<file path="config.mk">
export PLATFORM = sky130hd
export DESIGN_NAME = image_bram_reader_flat
export DESIGN_NICKNAME = d
export VERILOG_FILES = /design/src/rtl/image_bram_reader_if.sv /design/src/rtl/image_bram_reader.sv /design/src/flat_wrapper.sv
export SDC_FILE = /design/constraint.sdc
export NUM_CORES = 1
export LEC_CHECK = 0
export CAP_MARGIN = 20
export CORE_AREA = 3 3 69 71
export CTS_BUF_LIST = sky130_fd_sc_hd__clkbuf_8
export CTS_CLUSTER_DIAMETER = 40
export DETAILED_ROUTE_END_ITERATION = 8
export DIE_AREA = 0 0 72 74
export HOLD_SLACK_MARGIN = 0.12
export PLACE_DENSITY = 0.59
export SYNTH_ARGS = -nofsm -noshare
export SYNTH_HDL_FRONTEND = slang
export SYNTH_SLANG_ARGS = --single-unit
export TNS_END_PERCENT = 30
</file>
<file path="constraint.sdc">
create_clock -name clk_i -period 5.8 [get_ports clk_i]
set_clock_uncertainty 0.1 [all_clocks]
set_input_delay 1.16 -clock clk_i [delete_from_list [all_inputs] [get_ports clk_i]]
set_output_delay 1.16 -clock clk_i [all_outputs]
set_load 0.01 [all_outputs]
</file>
<file path="src/rtl/image_bram_reader_if.sv">
// rtl/image_bram_reader_if.sv - memory read port and pixel stream bundle for image_bram_reader
interface image_bram_reader_if #(
  parameter int DATA_WIDTH = 8,
  parameter int ADDR_WIDTH = 7
);
  logic                  rd_en_o;
  logic [ADDR_WIDTH-1:0] rd_addr_o;
  logic [DATA_WIDTH-1:0] rd_data_i;
  logic [DATA_WIDTH-1:0] px_data_o;
  logic                  px_valid_o;
  logic                  px_ready_i;
  logic                  px_last_o;

  modport master (
    output rd_en_o, rd_addr_o, px_data_o, px_valid_o, px_last_o,
    input  rd_data_i, px_ready_i
  );

  modport slave (
    input  rd_en_o, rd_addr_o, px_data_o, px_valid_o, px_last_o,
    output rd_data_i, px_ready_i
  );
endinterface

</file>
<file path="src/rtl/image_bram_reader.sv">
// rtl/image_bram_reader.sv - streams one frame from the image BRAM read port onto a valid/ready pixel stream
module image_bram_reader #(
  parameter int    ADDR_DEPTH = 128,
  parameter int    DATA_WIDTH = 8,
  parameter int    ADDR_WIDTH = (ADDR_DEPTH > 1) ? $clog2(ADDR_DEPTH) : 1,
  parameter string REGMODE    = "reg"
) (
  input  logic                clk_i,
  input  logic                rst_i,
  input  logic                start_i,
  output logic                busy_o,
  output logic                done_o,
  image_bram_reader_if.master bus
);

  localparam bit                    LP_REG  = (REGMODE == "reg");
  localparam logic [ADDR_WIDTH-1:0] LP_LAST = ADDR_WIDTH'(ADDR_DEPTH - 1);

  typedef enum logic [1:0] {
    ST_IDLE,
    ST_ISSUE,
    ST_DRAIN,
    ST_DONE
  } state_t;

  state_t                r_state;
  state_t                w_next;
  logic [ADDR_WIDTH-1:0] r_addr;
  logic                  r_inflight;
  logic                  r_inflight_last;
  logic [DATA_WIDTH-1:0] r_fifo_data [2];
  logic                  r_fifo_last [2];
  logic                  r_wr_ptr;
  logic                  r_rd_ptr;
  logic [1:0]            r_count;

  logic                  w_valid;
  logic                  w_pop;
  logic                  w_push;
  logic                  w_push_last;
  logic                  w_rd_en;
  logic                  w_issue_last;
  logic                  w_inflight;
  logic                  w_head_last;
  logic                  w_busy;
  logic                  w_done;

  assign w_valid      = (r_count != 2'd0);
  assign w_pop        = w_valid & bus.px_ready_i;
  assign w_issue_last = (r_addr == LP_LAST);
  assign w_head_last  = r_fifo_last[r_rd_ptr];

  // In "noreg" mode the word lands in the FIFO in the issuing cycle, so nothing is ever in flight.
  assign w_inflight  = LP_REG ? r_inflight : 1'b0;
  assign w_push      = LP_REG ? r_inflight : w_rd_en;
  assign w_push_last = LP_REG ? r_inflight_last : w_issue_last;

  // Only issue when the word is guaranteed a FIFO slot on return, counting this cycle's pop.
  always_comb begin
    w_rd_en = 1'b0;
    if (r_state == ST_ISSUE) begin
      w_rd_en = ({1'b0, r_count} + {2'b00, w_inflight}) < (3'd2 + {2'b00, w_pop});
    end
  end

  always_comb begin
    w_next = r_state;
    w_busy = 1'b0;
    w_done = 1'b0;
    case (r_state)
      ST_IDLE: begin
        if (start_i) w_next = ST_ISSUE;
      end
      ST_ISSUE: begin
        w_busy = 1'b1;
        if (w_rd_en && w_issue_last) w_next = ST_DRAIN;
      end
      ST_DRAIN: begin
        w_busy = 1'b1;
        if (w_pop && w_head_last) w_next = ST_DONE;
      end
      ST_DONE: begin
        w_done = 1'b1;
        w_next = ST_IDLE;
      end
      default: w_next = ST_IDLE;
    endcase
  end

  always_ff @(posedge clk_i) begin
    if (rst_i) r_state <= ST_IDLE;
    else       r_state <= w_next;
  end

  always_ff @(posedge clk_i) begin
    if (rst_i || r_state == ST_IDLE) begin
      r_addr <= '0;
    end else if (w_rd_en && !w_issue_last) begin
      r_addr <= r_addr + 1'b1;
    end
  end

  always_ff @(posedge clk_i) begin
    if (rst_i) begin
      r_inflight      <= 1'b0;
      r_inflight_last <= 1'b0;
    end else begin
      r_inflight      <= w_rd_en;
      r_inflight_last <= w_issue_last;
    end
  end

  always_ff @(posedge clk_i) begin
    if (rst_i) begin
      r_wr_ptr <= 1'b0;
      r_rd_ptr <= 1'b0;
      r_count  <= 2'd0;
      for (int i = 0; i < 2; i++) begin
        r_fifo_data[i] <= '0;
        r_fifo_last[i] <= 1'b0;
      end
    end else begin
      if (w_push) begin
        r_fifo_data[r_wr_ptr] <= bus.rd_data_i;
        r_fifo_last[r_wr_ptr] <= w_push_last;
        r_wr_ptr              <= ~r_wr_ptr;
      end
      if (w_pop) r_rd_ptr <= ~r_rd_ptr;
      r_count <= r_count + {1'b0, w_push} - {1'b0, w_pop};
    end
  end

  assign bus.rd_en_o    = w_rd_en;
  assign bus.rd_addr_o  = r_addr;
  assign bus.px_data_o  = r_fifo_data[r_rd_ptr];
  assign bus.px_valid_o = w_valid;
  assign bus.px_last_o  = w_valid & w_head_last;
  assign busy_o         = w_busy;
  assign done_o         = w_done;

endmodule

</file>
<file path="src/flat_wrapper.sv">
// flat-port wrapper written by rule: the top's interface ports become plain ports
module image_bram_reader_flat 
#(
  parameter int    ADDR_DEPTH = 128,
  parameter int    DATA_WIDTH = 8,
  parameter int    ADDR_WIDTH = (ADDR_DEPTH > 1) ? $clog2(ADDR_DEPTH) : 1,
  parameter string REGMODE    = "   "
)
  (clk_i, rst_i, start_i, busy_o, done_o, bus_rd_en_o, bus_rd_addr_o, bus_px_data_o, bus_px_valid_o, bus_px_last_o, bus_rd_data_i, bus_px_ready_i);
  image_bram_reader_if #(.DATA_WIDTH(DATA_WIDTH), .ADDR_WIDTH(ADDR_WIDTH)) bus_i ();
  input  logic clk_i;
  input  logic rst_i;
  input  logic start_i;
  output logic busy_o;
  output logic done_o;
  output wire logic [$bits(bus_i.rd_en_o)-1:0] bus_rd_en_o;
  output wire logic [$bits(bus_i.rd_addr_o)-1:0] bus_rd_addr_o;
  output wire logic [$bits(bus_i.px_data_o)-1:0] bus_px_data_o;
  output wire logic [$bits(bus_i.px_valid_o)-1:0] bus_px_valid_o;
  output wire logic [$bits(bus_i.px_last_o)-1:0] bus_px_last_o;
  input wire logic [$bits(bus_i.rd_data_i)-1:0] bus_rd_data_i;
  input wire logic [$bits(bus_i.px_ready_i)-1:0] bus_px_ready_i;
  assign bus_rd_en_o = bus_i.rd_en_o;
  assign bus_rd_addr_o = bus_i.rd_addr_o;
  assign bus_px_data_o = bus_i.px_data_o;
  assign bus_px_valid_o = bus_i.px_valid_o;
  assign bus_px_last_o = bus_i.px_last_o;
  assign bus_i.rd_data_i = bus_rd_data_i;
  assign bus_i.px_ready_i = bus_px_ready_i;
  image_bram_reader #(.ADDR_DEPTH(ADDR_DEPTH), .DATA_WIDTH(DATA_WIDTH), .ADDR_WIDTH(ADDR_WIDTH), .REGMODE(REGMODE)) u_core (.clk_i(clk_i), .rst_i(rst_i), .start_i(start_i), .busy_o(busy_o), .done_o(done_o), .bus(bus_i));
endmodule
</file>
Word level (Yosys, flattened, before mapping)
Memory sizes are Yosys's and may differ from the RTL's. A register that Yosys moved wholly into a read port is not among the register bits.
Index checks and enable logic that the tools add are counted.
{"block": "totals", "ff_bits": 13, "latch_bits": 0, "ram_bits": 18, "mem_bits_ro": 0, "in_bits": 12, "out_inout_bits": 20, "elab_cells": 56, "mem_count": 2}
{"block": "classes", "addsub": 4, "n_mul": 0, "div_mod_pow": 0, "magnitude_cmp": 1, "n_eq_ne": 7, "shift": 0, "muxes": 22, "bitwise": 4, "reduce_logical": 11}
{"memory": "u_core.r_fifo_data", "depth": 2, "width": 8, "read_ports": 1, "rd_clocked_by_memory_dff": 1, "write_ports": 2, "line_no": "image_bram_reader.sv:31", "text": "logic [DATA_WIDTH-1:0] r_fifo_data [2];"}
{"memory": "u_core.r_fifo_last", "depth": 2, "width": 1, "read_ports": 1, "rd_clocked_by_memory_dff": 1, "write_ports": 2, "line_no": "image_bram_reader.sv:32", "text": "logic r_fifo_last [2];"}
{"op": "$mux 1", "n": 17}
{"op": "$mux 8", "n": 1}
{"op": "$pmux 2 s4", "n": 1}
{"op": "$reduce_or 8->1", "n": 1}
{"op": "$add 7x1->7 const B", "n": 1}
{"op": "$eq 7x7->1 const B", "n": 1}
{"op": "$mux 2", "n": 3}
{"op": "$eq 2x2->1 const B", "n": 2}
{"op": "$ne 2x2->1 const B", "n": 2}
{"op": "$add 2x1->3 const A", "n": 1}
{"op": "$logic_and 1x1->1", "n": 3}
{"op": "$lt 2x3->1", "n": 1}
{"op": "$reduce_and 3->1", "n": 1}
{"op": "$add 2x1->2", "n": 1}
{"op": "$and 1x1->1", "n": 2}
{"op": "$eq 2x1->1 const B", "n": 1}
{"op": "$logic_not 2->1", "n": 1}
{"op": "$ne 2x1->1 const B", "n": 1}
{"op": "$not 1->1", "n": 2}
{"op": "$reduce_bool 2->1", "n": 1}
{"op": "$reduce_or 2->1", "n": 1}
{"op": "$sub 2x1->2", "n": 1}
{"op": "$logic_not 1->1", "n": 1}
{"op": "$logic_or 1x1->1", "n": 1}
{"op": "$reduce_or 1->1", "n": 1}

Longest topological paths before layout
Gate-level depths: netlist of run 1.
{"block": "logic_depth", "depth_word": 10, "mapped_depth": 11, "ltp_nobuf": 10}

Worst setup path before layout of run 1
No wires, ideal clock.
{"block": "synth_timing", "path_type": "input to output", "start": "input port bus_px_ready_i", "end": "output port bus_rd_en_o", "arrival_ns": 1.715, "t_required_ns": 4.540, "path_slack_ns": 2.825, "stages": 4, "n_path_buf": 1, "cell_sequence": "nand2b_4 a21o_4 buf_6 inv_1"}
{"block": "synth_via", "elab_chain_cells": 4}
{"element": "from (decl)", "line_no": "flat_wrapper.sv:22", "text": "input wire logic [$bits(bus_i.px_ready_i)-1:0] bus_px_ready_i;"}
{"element": "$and 1x1->1", "line_no": "image_bram_reader.sv:49", "text": "assign w_pop = w_valid & bus.px_ready_i;"}
{"element": "$add 2x1->3", "line_no": "image_bram_reader.sv:62", "text": "w_rd_en = ({1'b0, r_count} + {2'b00, w_inflight}) < (3'd2 + {2'b00, w_pop});"}
{"element": "$lt 2x3->1", "line_no": "image_bram_reader.sv:62"}
{"element": "$mux 1", "line_no": "image_bram_reader.sv:61", "text": "if (r_state == ST_ISSUE) begin"}
{"element": "to (decl)", "line_no": "flat_wrapper.sv:16", "text": "output wire logic [$bits(bus_i.rd_en_o)-1:0] bus_rd_en_o;"}
Every way passes these cells.

Worst setup path after layout of run 1
Same ends and word-level chain as after synthesis.

==> results of run 1 <==
## power breakdown
part / leakage [nW] / switching, W / internal [W]
Clock: 0.0453 / 0.0000828 / 0.0000814
Combinational: 0.405 / 0.000150 / 0.000167
Sequential: 0.302 / 0.0000377 / 0.000292
Total: 0.753 / 0.000271 / 0.000541
## metal layers
metal | track usage | up-vias | part of all wire
met2 | 0.202 | 38 | 0.50
li1 | - | 549 | -
met5 | 0 | - | 0
met4 | 0.0668 | 0 | 0.012
met3 | 0.0297 | 4 | 0.047
met1 | 0.163 | 519 | 0.44
## state kept, by name, summed over array words and instances, names as in the netlist, named ones only
register              cells
u_core.r_count            2
u_core.r_wr_ptr           1
u_core.bus.rd_addr_o      7
u_core.r_fifo_last        2
u_core.r_rd_ptr           1
u_core.r_fifo_data       16
u_core.r_state            2
## synthesized netlist by cell type, types with 3 or more instances
cell / count
o21ai_0: 5
a21oi_1: 5
edfxtp_1: 18
nand3_1: 3
dfxtp_1: 14
mux2_2: 9
inv_1: 10
and2_1: 18
ha_1: 7
or2_2: 3
o31ai_1: 3
nor2_1: 11
## critical path, stage by stage
cell and delay, ns:
clkdlybuf4s50_1 0.53, nand2b_4 0.09, a21o_4 0.28, inv_1 0.14
clkdlybuf4s50_1 0.56
## stage by stage
step / worst slack (ns) / area (um2) / hold WS, ns
floorplan: 2.83 / 1580 / 0.372
global placement: 1.82 / 1930 / 0.384
detailed placement: 1.79 / 1930 / 0.392
CTS: 1.78 / 2010 / 0.415
global route: 1.71 / 2010 / 0.452
finish: 1.78 / 2010 / 0.413
## worst max-delay path by stage
stage	startpoint	slack, ns	end
finish	bus_px_ready_i	1.78	bus_rd_en_o
global route	bus_px_ready_i	1.71	bus_rd_en_o
CTS	bus_px_ready_i	1.78	bus_rd_en_o
detailed placement	bus_px_ready_i	1.79	bus_rd_en_o
global placement	bus_px_ready_i	1.82	bus_rd_en_o
floorplan	bus_px_ready_i	2.83	bus_rd_en_o
## final cells by class
type	instances	area [um2]
clock buffer	5	68.8
clock inverter	3	13.8
fill	403	2280
inverter	10	37.5
multi-input combinational	91	694
sequential	32	821
tap	52	65.1
timing repair buffer	31	310
## logic make-up after synthesis
kind of cell,synth area share
AO/OA/AOI/OAI,0.0979
XOR/XNOR,0.0166
adder cells (fa/ha/maj),0.0553
buffers and inverters,0.0434
flip-flops,0.518
multiplexers,0.0766
AND/OR/NAND/NOR,0.192
==> results.toml, run 1 <==
[synthesis]
synth_area_leader_cell = "edfxtp_1"
synth_edf_count = 18
synth_cell_types = 36
synth_nets = 156
synth_warnings = 0
syn-cell-area_um2 = 1580
synth.top_cell.area_share = 0.341
synth_flop_cell = "edfxtp_1"
async_flop_share = 0
synthesis.instances = 137
avgSynthCellArea_um2 = 11.6
seq_area_frac_synth = 0.518
ys_ff_latch = 32
netlist_top_cells_area = "edfxtp_1, dfxtp_1, and2_1, mux2_2, ha_1"

[grt]
grt_pass1_wl_um = 5200
grt_max_degree = 18
grt_pass1_vias = 1112
antenna_found_initial = 0
grt_overflow = 0
grt_use_total = 0.128

[route]
drc = 0
vias_per_cell = 4.96
num_vias = 1110
drt_first_iter_violations = 65
postRouteAntennaNets = 0
avgRoutedWirePerCell_um = 14.1
drt_wl_total_um = 3160
drtPass1Iterations = 4

[cells_and_area]
drive_above_1_share = 0.157
instances_no_fill = 224
final_util = 0.468
antenna_cells = 0
area_growth_pct = 26.9
final_common_cell = "clkdlybuf4s50_1"
layout_common_cells = "clkdlybuf4s50_1, and2_1, edfxtp_1"
final_net_count = 190

[floorplan]
core-area_um2 = 4290
ios = 32
die_w_um = 72
rows = 24
die_h_um = 74
dieArea_um2 = 5330
start_util = 0.369

[flow_run]
maxCapViolations = 0

[timing]
rsz0062_at_grt = "false"
setup-tns-final_ns = 0
relSlewSlack = 0.387
finalHoldViolations = 0
fin_crit_ns = 4.02
slew_viol_final = 0
fmax_mhz = 249
tightest_slew_ns = 0.917
setup_viol = 0
fin_crit_sh = 0.692

[critical_path]
required_ns = 4.54
crit_arrival_ns = 2.76
crit_fanout = 17
r2r_cells = 6
reg2reg_slack_ns = 3.62
reg2reg_to = "u_core.r_fifo_data[1][0]"
r2r_start = "u_core.r_state[1]"
crit_path_start_kind = "input pin"
critPathKind = "in -> out"
cp-end-kind = "output pin"

[cts]
cts_tree = "yes"
cts.clk_slew.worst_paths_ns = 0.06
cts_resized = 0
clkLatencyLatePin_ns = 0.28
cts_sinks = 32
post_cts_buffers = 0
cts_hold_buf = 0
cts-root-buf = "clkbuf_8"
cts_htree_levels = 2
cts_made_buffers = 5
clk_path_buf_depth = 2

[power_and_ir_drop]
p_per_area_nw_per_um2 = 404
leakage_nw = 0.753
total_power_w = 0.000812
irDropWorstVdd_uv = 196

[place]
place_inst = 216
io_buffer_count = 31
routabilityCongestion = 0.781
dp.final_hpwl_um = 2200

[hold_path]
worstHoldEndpoint = "u_core.r_rd_ptr"
hp-class = "reg -> reg"
hold_depth = 2
min_from = "u_core.r_rd_ptr"

[status]
outcome = "finished, final reports clean"
Power figures use the tool's default switching activity.
==> run 2: changes to the inputs <==
Settings changed: PLACE_DENSITY 0.59 to 0.61.
Clock period 5.8 ns to 3.3 ns, I/O delays scaled along.
==> results.toml, run 2 (synthesized netlist as in run 1, its figures left out) <==
[timing]
fin_crit_ns = 3.01
rsz0062_at_grt = "false"
fmax_mhz = 332
slew_viol_final = 0
setup_viol = 0
setup-tns-final_ns = 0
tightest_slew_ns = 0.517
relSlewSlack = 0.654
finalHoldViolations = 0
fin_crit_sh = 0.912

[power_and_ir_drop]
p_clk_frac = 0.237
leakage_nw = 0.776
p_per_area_nw_per_um2 = 730
p_switching_w = 0.000464
irDropWorstVdd_uv = 283
total_power_w = 0.00150
internal_power_w = 0.00104
switching_share = 0.309
seqPwrFrac = 0.384
p_comb_frac = 0.378

[critical_path]
reg2reg_slack_ns = 1.23
cp-end-kind = "output pin"
path_cells = "clkdlybuf4s50_1, nand2b_4, a21o_4, inv_1, clkdlybuf4s50_1"
r2r_cells = 10
crit_start = "bus_px_ready_i"
slowest_delay_ns = 0.55
crit_path_start_kind = "input pin"
crit_fanout = 17
reg2reg_to = "u_core.r_count[1]"
r2r_start = "u_core.r_state[1]"
crit_arrival_ns = 2.25
crit_end = "bus_rd_en_o"
cpMostUsedCell = "clkdlybuf4s50_1"
path_buf_inv = 3
critPathKind = "in -> out"
crit_slowest_cell = "clkdlybuf4s50_1"
cp.depth = 5
cp_top_family = "buffers and inverters"
required_ns = 2.54

[cts]
cts_hold_buf = 0
cts_made_buffers = 5
cts-root-buf = "clkbuf_8"
cts.clk_slew.worst_paths_ns = 0.06
cts_resized = 0
cts_tree = "yes"
clk_path_buf_depth = 2
clkLatencyLatePin_ns = 0.27
cts_sinks = 32
post_cts_buffers = 0
cts_htree_levels = 2

[place]
io_buffer_count = 31
routabilityCongestion = 0.810
dp.final_hpwl_um = 2240
dpl-instance-area_um2 = 1950

[cells_and_area]
antenna_cells = 0
final_net_count = 193
final_common_cell = "clkdlybuf4s50_1"
fin_area_um2 = 2060
fill_cells = 401
regMostFlops = "u_core.r_fifo_data"
drive_above_1_share = 0.166
layout_common_cells = "clkdlybuf4s50_1, and2_1, edfxtp_1"
area_growth_pct = 29.9
largest_reg_flops = 16

[route]
drtPass1Iterations = 4
drt_wl_total_um = 3080
drt_first_iter_violations = 48
postRouteAntennaNets = 0
vias_per_cell = 4.92
num_vias = 1116
drc = 0
avgRoutedWirePerCell_um = 13.6

[floorplan]
die_h_um = 74
core-area_um2 = 4290
dieArea_um2 = 5330
rows = 24
ios = 32
die_w_um = 72
start_util = 0.369

[grt]
antenna_found_initial = 0
grt_use_total = 0.118
grt_max_degree = 18
grt_pass1_wl_um = 4850
grt_overflow = 0
grt_pass1_vias = 1092

[flow_run]
maxCapViolations = 0

[status]
outcome = "finished, final reports clean"

[hold_path]
hp-class = "reg -> reg"
hold_depth = 2
[run 2: changes by cell type in the layout (fill, tap and decap cells not counted)]
cell	delta
buf_4	+3
bufinv_16	+1
clkinv_1	+1
clkinv_2	-2
[run 2: per-stage QoR]
step | hold WS [ns] | worst slack, ns | instances | utilization
final | 0.413 | 0.291 | 227 | 0.479
after global routing | 0.443 | 0.222 | 227 | 0.479
after CTS | 0.422 | 0.279 | 227 | 0.479
after detailed placement | 0.401 | 0.289 | 219 | 0.454
after global placement | 0.384 | 0.320 | 219 | 0.454
after floorplan | 0.372 | 1.19 | 137 | -
[run 2: area by class of cell]
type | instances | area, um2 | area share
Inverter | 10 | 37.5 | 0.0182
Sequential cell | 32 | 821 | 0.399
Tap cell | 52 | 65.1 | 0.0316
Clock buffer | 5 | 68.8 | 0.0335
Timing Repair Buffer | 34 | 333 | 0.162
Multi-Input combinational cell | 91 | 694 | 0.338
Clock inverter | 3 | 37.5 | 0.0182
[run 2: worst min path at each step]
stage	startpoint	to	slack, ns
after floorplan	u_core.r_rd_ptr	flip-flop	0.37
after global placement	u_core.r_rd_ptr	u_core.r_rd_ptr	0.38
after detailed placement	u_core.bus.rd_addr_o[6]	u_core.bus.rd_addr_o[6]	0.40
after CTS	u_core.r_state[1]	u_core.r_state[1]	0.42
after global routing	u_core.r_rd_ptr	u_core.r_rd_ptr	0.44
final	u_core.r_state[1]	u_core.r_state[1]	0.41
[run 2: metal layers]
layer,share of wire,GRT usage,up-vias
met4,0.0023,0.0355,0
met2,0.51,0.204,37
met1,0.42,0.135,521
met3,0.064,0.0486,2
met5,0,0,-
li1,-,-,556
[run 2: power by group through the flow]
stage               Clock (W)  Combinational, W  Sequential (W)
finish               0.000356          0.000568        0.000577
global route         0.000390          0.000624        0.000590
CTS                  0.000369          0.000578        0.000580
detailed placement          0          0.000573        0.000588
global placement            0          0.000562        0.000582
floorplan                   0          0.000372        0.000561
[run 2: worst reg2reg max path, delay by kind of cell, from the launching register on]
kind	cells	cell delay [ns]
AND/OR/NAND/NOR	2	0.28
buffers and inverters	3	0.23
adder cells (fa/ha/maj)	3	0.65
AO/OA/AOI/OAI	1	0.26
flip-flops	1	0.33
XOR/XNOR	1	0.15
==> run 3: changes to the inputs <==
Settings changed: CTS_BUF_LIST sky130_fd_sc_hd__clkbuf_8 to unset.
==> results of run 3 <==
No change in the layout: final DEF, timing and power equal those of run 2.
